### config.mk
export PLATFORM = sky130hd
export DESIGN_NAME = tl_a_channel_queue
export DESIGN_NICKNAME = d
export VERILOG_FILES = /design/src/rtl/tl_a_pkg.sv /design/src/rtl/tl_a_queue_ram.sv /design/src/rtl/tl_a_channel_queue.sv
export SDC_FILE = /design/constraint.sdc
export NUM_CORES = 1
export LEC_CHECK = 0
export ABC_AREA = 1
export CAP_MARGIN = 20
export CELL_PAD_IN_SITES_DETAIL_PLACEMENT = 1
export CELL_PAD_IN_SITES_GLOBAL_PLACEMENT = 1
export CORE_MARGIN = 5
export CORE_UTILIZATION = 43
export DETAILED_ROUTE_END_ITERATION = 8
export PLACE_DENSITY_LB_ADDON = 0.1
export SYNTH_ARGS = -nofsm -noshare
export SYNTH_HDL_FRONTEND = slang
export SYNTH_SLANG_ARGS = --single-unit
### constraint.sdc
create_clock -name clock -period 16.2 [get_ports clock]
set_input_delay 3.24 -clock clock [delete_from_list [all_inputs] [get_ports clock]]
set_output_delay 3.24 -clock clock [all_outputs]
set_load 0.02 [all_outputs]
### src/rtl/tl_a_pkg.sv
// tl_a_pkg: shared TileLink A-channel definitions for the A queue.
//   Opcode encodings, default field widths, the reference packed beat layout
//   and a helper returning the packed beat width for arbitrary field widths.
package tl_a_pkg;

    localparam logic [2:0] OP_PUT_FULL    = 3'd0;
    localparam logic [2:0] OP_PUT_PARTIAL = 3'd1;
    localparam logic [2:0] OP_ARITH       = 3'd2;
    localparam logic [2:0] OP_LOGIC       = 3'd3;
    localparam logic [2:0] OP_GET         = 3'd4;
    localparam logic [2:0] OP_HINT        = 3'd5;
    localparam logic [2:0] OP_ACQUIRE     = 3'd6;

    localparam int SOURCE_W_DEF = 5;
    localparam int ADDR_W_DEF   = 32;
    localparam int DATA_W_DEF   = 64;
    localparam int SIZE_W_DEF   = 4;

    typedef struct packed {
        logic [2:0]              opcode;
        logic [2:0]              param;
        logic [SIZE_W_DEF-1:0]   size;
        logic [SOURCE_W_DEF-1:0] source;
        logic [ADDR_W_DEF-1:0]   address;
        logic [DATA_W_DEF-1:0]   data;
        logic                    corrupt;
    } tl_a_beat_t;

    // Packed beat width; the 7 covers opcode, param and corrupt.
    function automatic int tl_a_beat_w(input int size_w, input int source_w,
                                       input int addr_w, input int data_w);
        return 7 + size_w + source_w + addr_w + data_w;
    endfunction

endpackage

### src/rtl/tl_a_queue_ram.sv
// tl_a_queue_ram: DEPTH x WIDTH storage, one synchronous write port, one asynchronous read port.
//   clock   : write clock
//   i_we    : write enable
//   i_waddr : write index
//   i_wdata : write data
//   i_raddr : read index
//   o_rdata : read data (combinational)
module tl_a_queue_ram #(
    parameter int DEPTH = 2,
    parameter int WIDTH = 8,
    parameter int AW    = 1
) (
    input  logic             clock,
    input  logic             i_we,
    input  logic [AW-1:0]    i_waddr,
    input  logic [WIDTH-1:0] i_wdata,
    input  logic [AW-1:0]    i_raddr,
    output logic [WIDTH-1:0] o_rdata
);

    logic [WIDTH-1:0] r_mem [DEPTH];

    always_ff @(posedge clock)
        if (i_we) r_mem[i_waddr] <= i_wdata;

    assign o_rdata = r_mem[i_raddr];

endmodule

### src/rtl/tl_a_channel_queue.sv
// tl_a_channel_queue: parametrised FIFO for TileLink A-channel beats with optional FLOW/PIPE modes.
//   clock, reset           : rising-edge clock, synchronous active-high reset
//   io_enq_valid/ready     : producer handshake
//   io_enq_bits_*          : incoming beat (opcode/param/size/source/address/data/corrupt)
//   io_deq_valid/ready     : consumer handshake
//   io_deq_bits_*          : head beat
//   io_count               : occupancy derived from registered state
module tl_a_channel_queue
    import tl_a_pkg::*;
#(
    parameter int DEPTH    = 2,
    parameter int SOURCE_W = SOURCE_W_DEF,
    parameter int ADDR_W   = ADDR_W_DEF,
    parameter int DATA_W   = DATA_W_DEF,
    parameter int SIZE_W   = SIZE_W_DEF,
    parameter int FLOW     = 0,
    parameter int PIPE     = 0
) (
    input  logic                       clock,
    input  logic                       reset,
    input  logic                       io_enq_valid,
    output logic                       io_enq_ready,
    input  logic [2:0]                 io_enq_bits_opcode,
    input  logic [2:0]                 io_enq_bits_param,
    input  logic [SIZE_W-1:0]          io_enq_bits_size,
    input  logic [SOURCE_W-1:0]        io_enq_bits_source,
    input  logic [ADDR_W-1:0]          io_enq_bits_address,
    input  logic [DATA_W-1:0]          io_enq_bits_data,
    input  logic                       io_enq_bits_corrupt,
    output logic                       io_deq_valid,
    input  logic                       io_deq_ready,
    output logic [2:0]                 io_deq_bits_opcode,
    output logic [2:0]                 io_deq_bits_param,
    output logic [SIZE_W-1:0]          io_deq_bits_size,
    output logic [SOURCE_W-1:0]        io_deq_bits_source,
    output logic [ADDR_W-1:0]          io_deq_bits_address,
    output logic [DATA_W-1:0]          io_deq_bits_data,
    output logic                       io_deq_bits_corrupt,
    output logic [$clog2(DEPTH+1)-1:0] io_count
);

    localparam int PW = DEPTH > 1 ? $clog2(DEPTH) : 1;
    localparam int CW = $clog2(DEPTH + 1);
    localparam int BW = tl_a_beat_w(SIZE_W, SOURCE_W, ADDR_W, DATA_W);

    logic [PW-1:0] r_enq_ptr, r_deq_ptr;
    logic          r_maybe_full;

    logic          w_match, w_empty, w_full, w_flow_empty, w_bypass;
    logic          w_do_enq, w_do_deq, w_enq_eff, w_deq_eff;
    logic [BW-1:0] w_enq_beat, w_head, w_deq_beat;
    logic [CW-1:0] w_diff;

    assign w_match      = r_enq_ptr == r_deq_ptr;
    assign w_empty      = w_match & ~r_maybe_full;
    assign w_full       = w_match & r_maybe_full;
    assign w_flow_empty = (FLOW != 0) & w_empty;

    assign io_deq_valid = ~w_empty | (w_flow_empty & io_enq_valid);
    assign io_enq_ready = ~w_full | ((PIPE != 0) & io_deq_ready);

    assign w_do_enq = io_enq_valid & io_enq_ready;
    assign w_do_deq = io_deq_valid & io_deq_ready;

    // A flow-through beat never touches storage, pointers or maybe_full.
    assign w_bypass  = w_flow_empty & io_deq_ready;
    assign w_enq_eff = w_do_enq & ~w_bypass;
    assign w_deq_eff = w_do_deq & ~w_bypass;

    always_ff @(posedge clock) begin
        if (reset) begin
            r_enq_ptr    <= '0;
            r_deq_ptr    <= '0;
            r_maybe_full <= 1'b0;
        end else begin
            if (w_enq_eff) r_enq_ptr <= r_enq_ptr == PW'(DEPTH - 1) ? '0 : r_enq_ptr + 1'b1;
            if (w_deq_eff) r_deq_ptr <= r_deq_ptr == PW'(DEPTH - 1) ? '0 : r_deq_ptr + 1'b1;
            if (w_enq_eff != w_deq_eff) r_maybe_full <= w_enq_eff;
        end
    end

    assign w_enq_beat = {io_enq_bits_opcode, io_enq_bits_param, io_enq_bits_size, io_enq_bits_source,
                         io_enq_bits_address, io_enq_bits_data, io_enq_bits_corrupt};

    tl_a_queue_ram #(.DEPTH(DEPTH), .WIDTH(BW), .AW(PW)) u_ram (
        .clock   (clock),
        .i_we    (w_enq_eff),
        .i_waddr (r_enq_ptr),
        .i_wdata (w_enq_beat),
        .i_raddr (r_deq_ptr),
        .o_rdata (w_head)
    );

    assign w_deq_beat = w_flow_empty ? w_enq_beat : w_head;
    assign {io_deq_bits_opcode, io_deq_bits_param, io_deq_bits_size, io_deq_bits_source,
            io_deq_bits_address, io_deq_bits_data, io_deq_bits_corrupt} = w_deq_beat;

    // Pointer distance modulo DEPTH; full is the one case where it reads 0 but means DEPTH.
    assign w_diff   = r_enq_ptr >= r_deq_ptr ? CW'(r_enq_ptr) - CW'(r_deq_ptr)
                                             : CW'(DEPTH) + CW'(r_enq_ptr) - CW'(r_deq_ptr);
    assign io_count = w_full ? CW'(DEPTH) : w_diff;

endmodule

==> run metrics <==
cts repair resizes=0; most common cell after layout, fill and taps aside=sky130_fd_sc_hd__clkdlybuf4s50_1; global router's overall resource usage=16.44%; Seq/Total Area, Yosys=81.92%; fraction of layout cells with a size suffix above 1=23.26%; TritonCTS clock tree=done; DP HPWL=12.56 mm; Routed Antenna Nets=0; number of cells on the worst hold path=2; maximum fanout along the worst path=72; Hold Crit Class=reg2reg; endpoint with the worst hold slack=r_maybe_full; buffer depth of the longest clock path=3; complex-gate fraction of the synthesized area=0.3915%; Final Max Slew Viols=0; depth of the worst register-to-register path=6; Max Cap Violations=0; routed len/inst=20.85 um; DIE WIDTH=149.0 um; layout net count=746; hold violation count in the final report=0; first-pass GRT wire length=28.24 mm; hold buffer count at cts=0; clock insertion delay at the later pin of the skew report=500 ps; Leakage Power=3.904 nW; synthesized area per cell=21.98 um^2; combinational family with the most area after synthesis=multiplexers; Placeable Area=18890 um^2; P per Cell Area=128.7 nW/um^2; mux contribution to synthesized area=15.18%; worst path setup slack after routing=10200 ps; area enclosed by the die boundary=22200 um^2; die height=149.0 um; distinct cell type count of the synthesized netlist=14; Design Power=1.497 mW; worst slew slack as a fraction of its limit=41.87%; top-level port count=232; R2R Setup Slk=13260 ps; TritonCTS Sinks=228; clock root cell=sky130_fd_sc_hd__clkbuf_16; Syn-to-layout area delta=39.96%; flops & latches, synth=228; kind of end point of the critical path=primary output; area share of xor/xnor cells in the synthesized design=0%; result of the run=completed; largest net degree at the start of global routing=82; mapped cell area=8309 um^2; fraction of the cycle the final worst path needs=37.01%; Final Routed Wirelength=18.87 mm; max frequency=0.1668 GHz; number of H-tree levels=1; overall overflow remaining after global route=0; summed area of non-filler cells in the final layout=11630 um^2; required time at the worst-slack endpoint=12960 ps; length of the first detailed-routing pass in iterations=4; fillcell total=1658; setup_tns=0 ps; final design utilization=61.56%; Syn Inst Count=378; count of routing violations after the opening detailed-route iteration=146; Placed Instance Area=10880 um^2; clock transition at the register clock pins on the worst setup and hold paths after CTS=50 ps; clock buffers created by TritonCTS=24; minimum setup slack after placement=10320 ps; initial cell density of the core=43.98%; YS warnings=0; row cnt=50; number of vias in the routed layout=4352; Setup Viol. Count Final=0; Worst Skew=13.13 ps; final antenna diode count=0; critical path data arrival time=2760 ps; share of synthesized cell area in full adder, half adder and majority cells=0.3012%; min cycle time layout=5996 ps; hold_sp=r_maybe_full; share of synthesized cell area in and, or, nand and nor gates=0.5873%; vias in the first global route=4892; number of antenna violations at the first check in global routing=1; startpoint type of the worst setup path=register; commonest cells after routing, fill and taps aside=sky130_fd_sc_hd__clkdlybuf4s50_1 (231), sky130_fd_sc_hd__edfxtp_1 (224), sky130_fd_sc_hd__mux2_2 (112); transition time at the pin with the least slew margin=872.0 ps; Peak VDD IR=0.07844 mV; buffers added on ports=231; Post-Syn Nets=496; launching point of the worst reg2reg path=r_enq_ptr; number of setup buffers added after CTS=0; R2R Path End=u_ram.r_mem[1][97]; unrepaired setup endpoints after global routing=false; post-detailed-route DRC marker count=0; via density per instance=4.809; kind of critical path=reg2out; Final GP Congestion=0.6874
worst max path at each step:
stage                             from                    to  slack (ps)
after floorplan           io_enq_valid     u_ram.r_mem[0][0]        7660
after global placement        register  io_deq_bits_data[38]       10350
after detailed placement      register  io_deq_bits_data[38]       10320
after CTS                     register  io_deq_bits_data[38]        9790
after global routing          register  io_deq_bits_data[38]       10050
final                         register  io_deq_bits_data[38]       10200
power breakdown:
part           internal, mW  switching [mW]
registers             0.699          0.0144
logic                 0.140           0.137
clock network         0.297           0.209
total                  1.14           0.361
area by class of cell:
| cell class | count | area (um^2) | area share (%) |
|---|---|---|---|
| Clock buffer | 33 | 655.6 | 5.637 |
| Inverter | 6 | 25.02 | 0.2152 |
| Tap cell | 260 | 325.3 | 2.797 |
| Timing Repair Buffer | 236 | 2370 | 20.38 |
| Sequential cell | 228 | 6810 | 58.56 |
| Clock inverter | 10 | 68.82 | 0.5917 |
| Multi-Input combinational cell | 132 | 1375 | 11.82 |
critical path, cell delays in order, from the launching register on:
cell and delay [ps]:
sky130_fd_sc_hd__dfxtp_4 610, sky130_fd_sc_hd__buf_4 300, sky130_fd_sc_hd__buf_16 360, sky130_fd_sc_hd__mux2_2 400
sky130_fd_sc_hd__clkdlybuf4s50_1 560
synthesized netlist by cell type:
cell / count / area, um^2
sky130_fd_sc_hd__nand2_1: 5 / 18.77
sky130_fd_sc_hd__inv_1: 6 / 22.52
sky130_fd_sc_hd__buf_4: 1 / 7.510
sky130_fd_sc_hd__dfxtp_1: 4 / 80.08
sky130_fd_sc_hd__nor2_1: 4 / 15.01
sky130_fd_sc_hd__o21ai_0: 2 / 10.01
sky130_fd_sc_hd__nand3_1: 3 / 15.01
sky130_fd_sc_hd__edfxtp_1: 224 / 6726
sky130_fd_sc_hd__a21boi_0: 1 / 7.510
sky130_fd_sc_hd__buf_6: 8 / 90.09
sky130_fd_sc_hd__mux2_2: 112 / 1261
sky130_fd_sc_hd__ha_1: 2 / 25.02
sky130_fd_sc_hd__a21oi_1: 3 / 15.01
sky130_fd_sc_hd__buf_2: 3 / 15.01
flip-flops by register name (all words and copies together), names as in the netlist, named ones only:
name / flops
u_ram.r_mem: 224
r_deq_ptr: 1
r_enq_ptr: 1
r_maybe_full: 1
logic make-up after synthesis:
group,Yosys count
AOI/OAI and AO/OA,6
adders and majority gates,2
buffers and inverters,18
DFF,228
muxes,112
and+or+nand+nor,12
metal layers:
metal / track usage (%) / wire length [um] / vias up
met5: 0 / 11 / -
li1: - / - / 2006
met2: 29.83 / 9877 / 155
met3: 5.864 / 1629 / 27
met4: 3.478 / 306 / 2
met1: 18.73 / 7047 / 2162
per-stage QoR:
| stage | hold slack, ps | instances |
|---|---|---|
| 3_3_place_gp | 493.8 | 861 |
| 6_report | 537.7 | 905 |
| 2_1_floorplan | 484.2 | 378 |
| 5_1_grt | 575.0 | 905 |
| 3_5_place_dp | 529.4 | 861 |
| 4_1_cts | 541.9 | 904 |
Note: power is estimated with default switching activity, not from simulation.
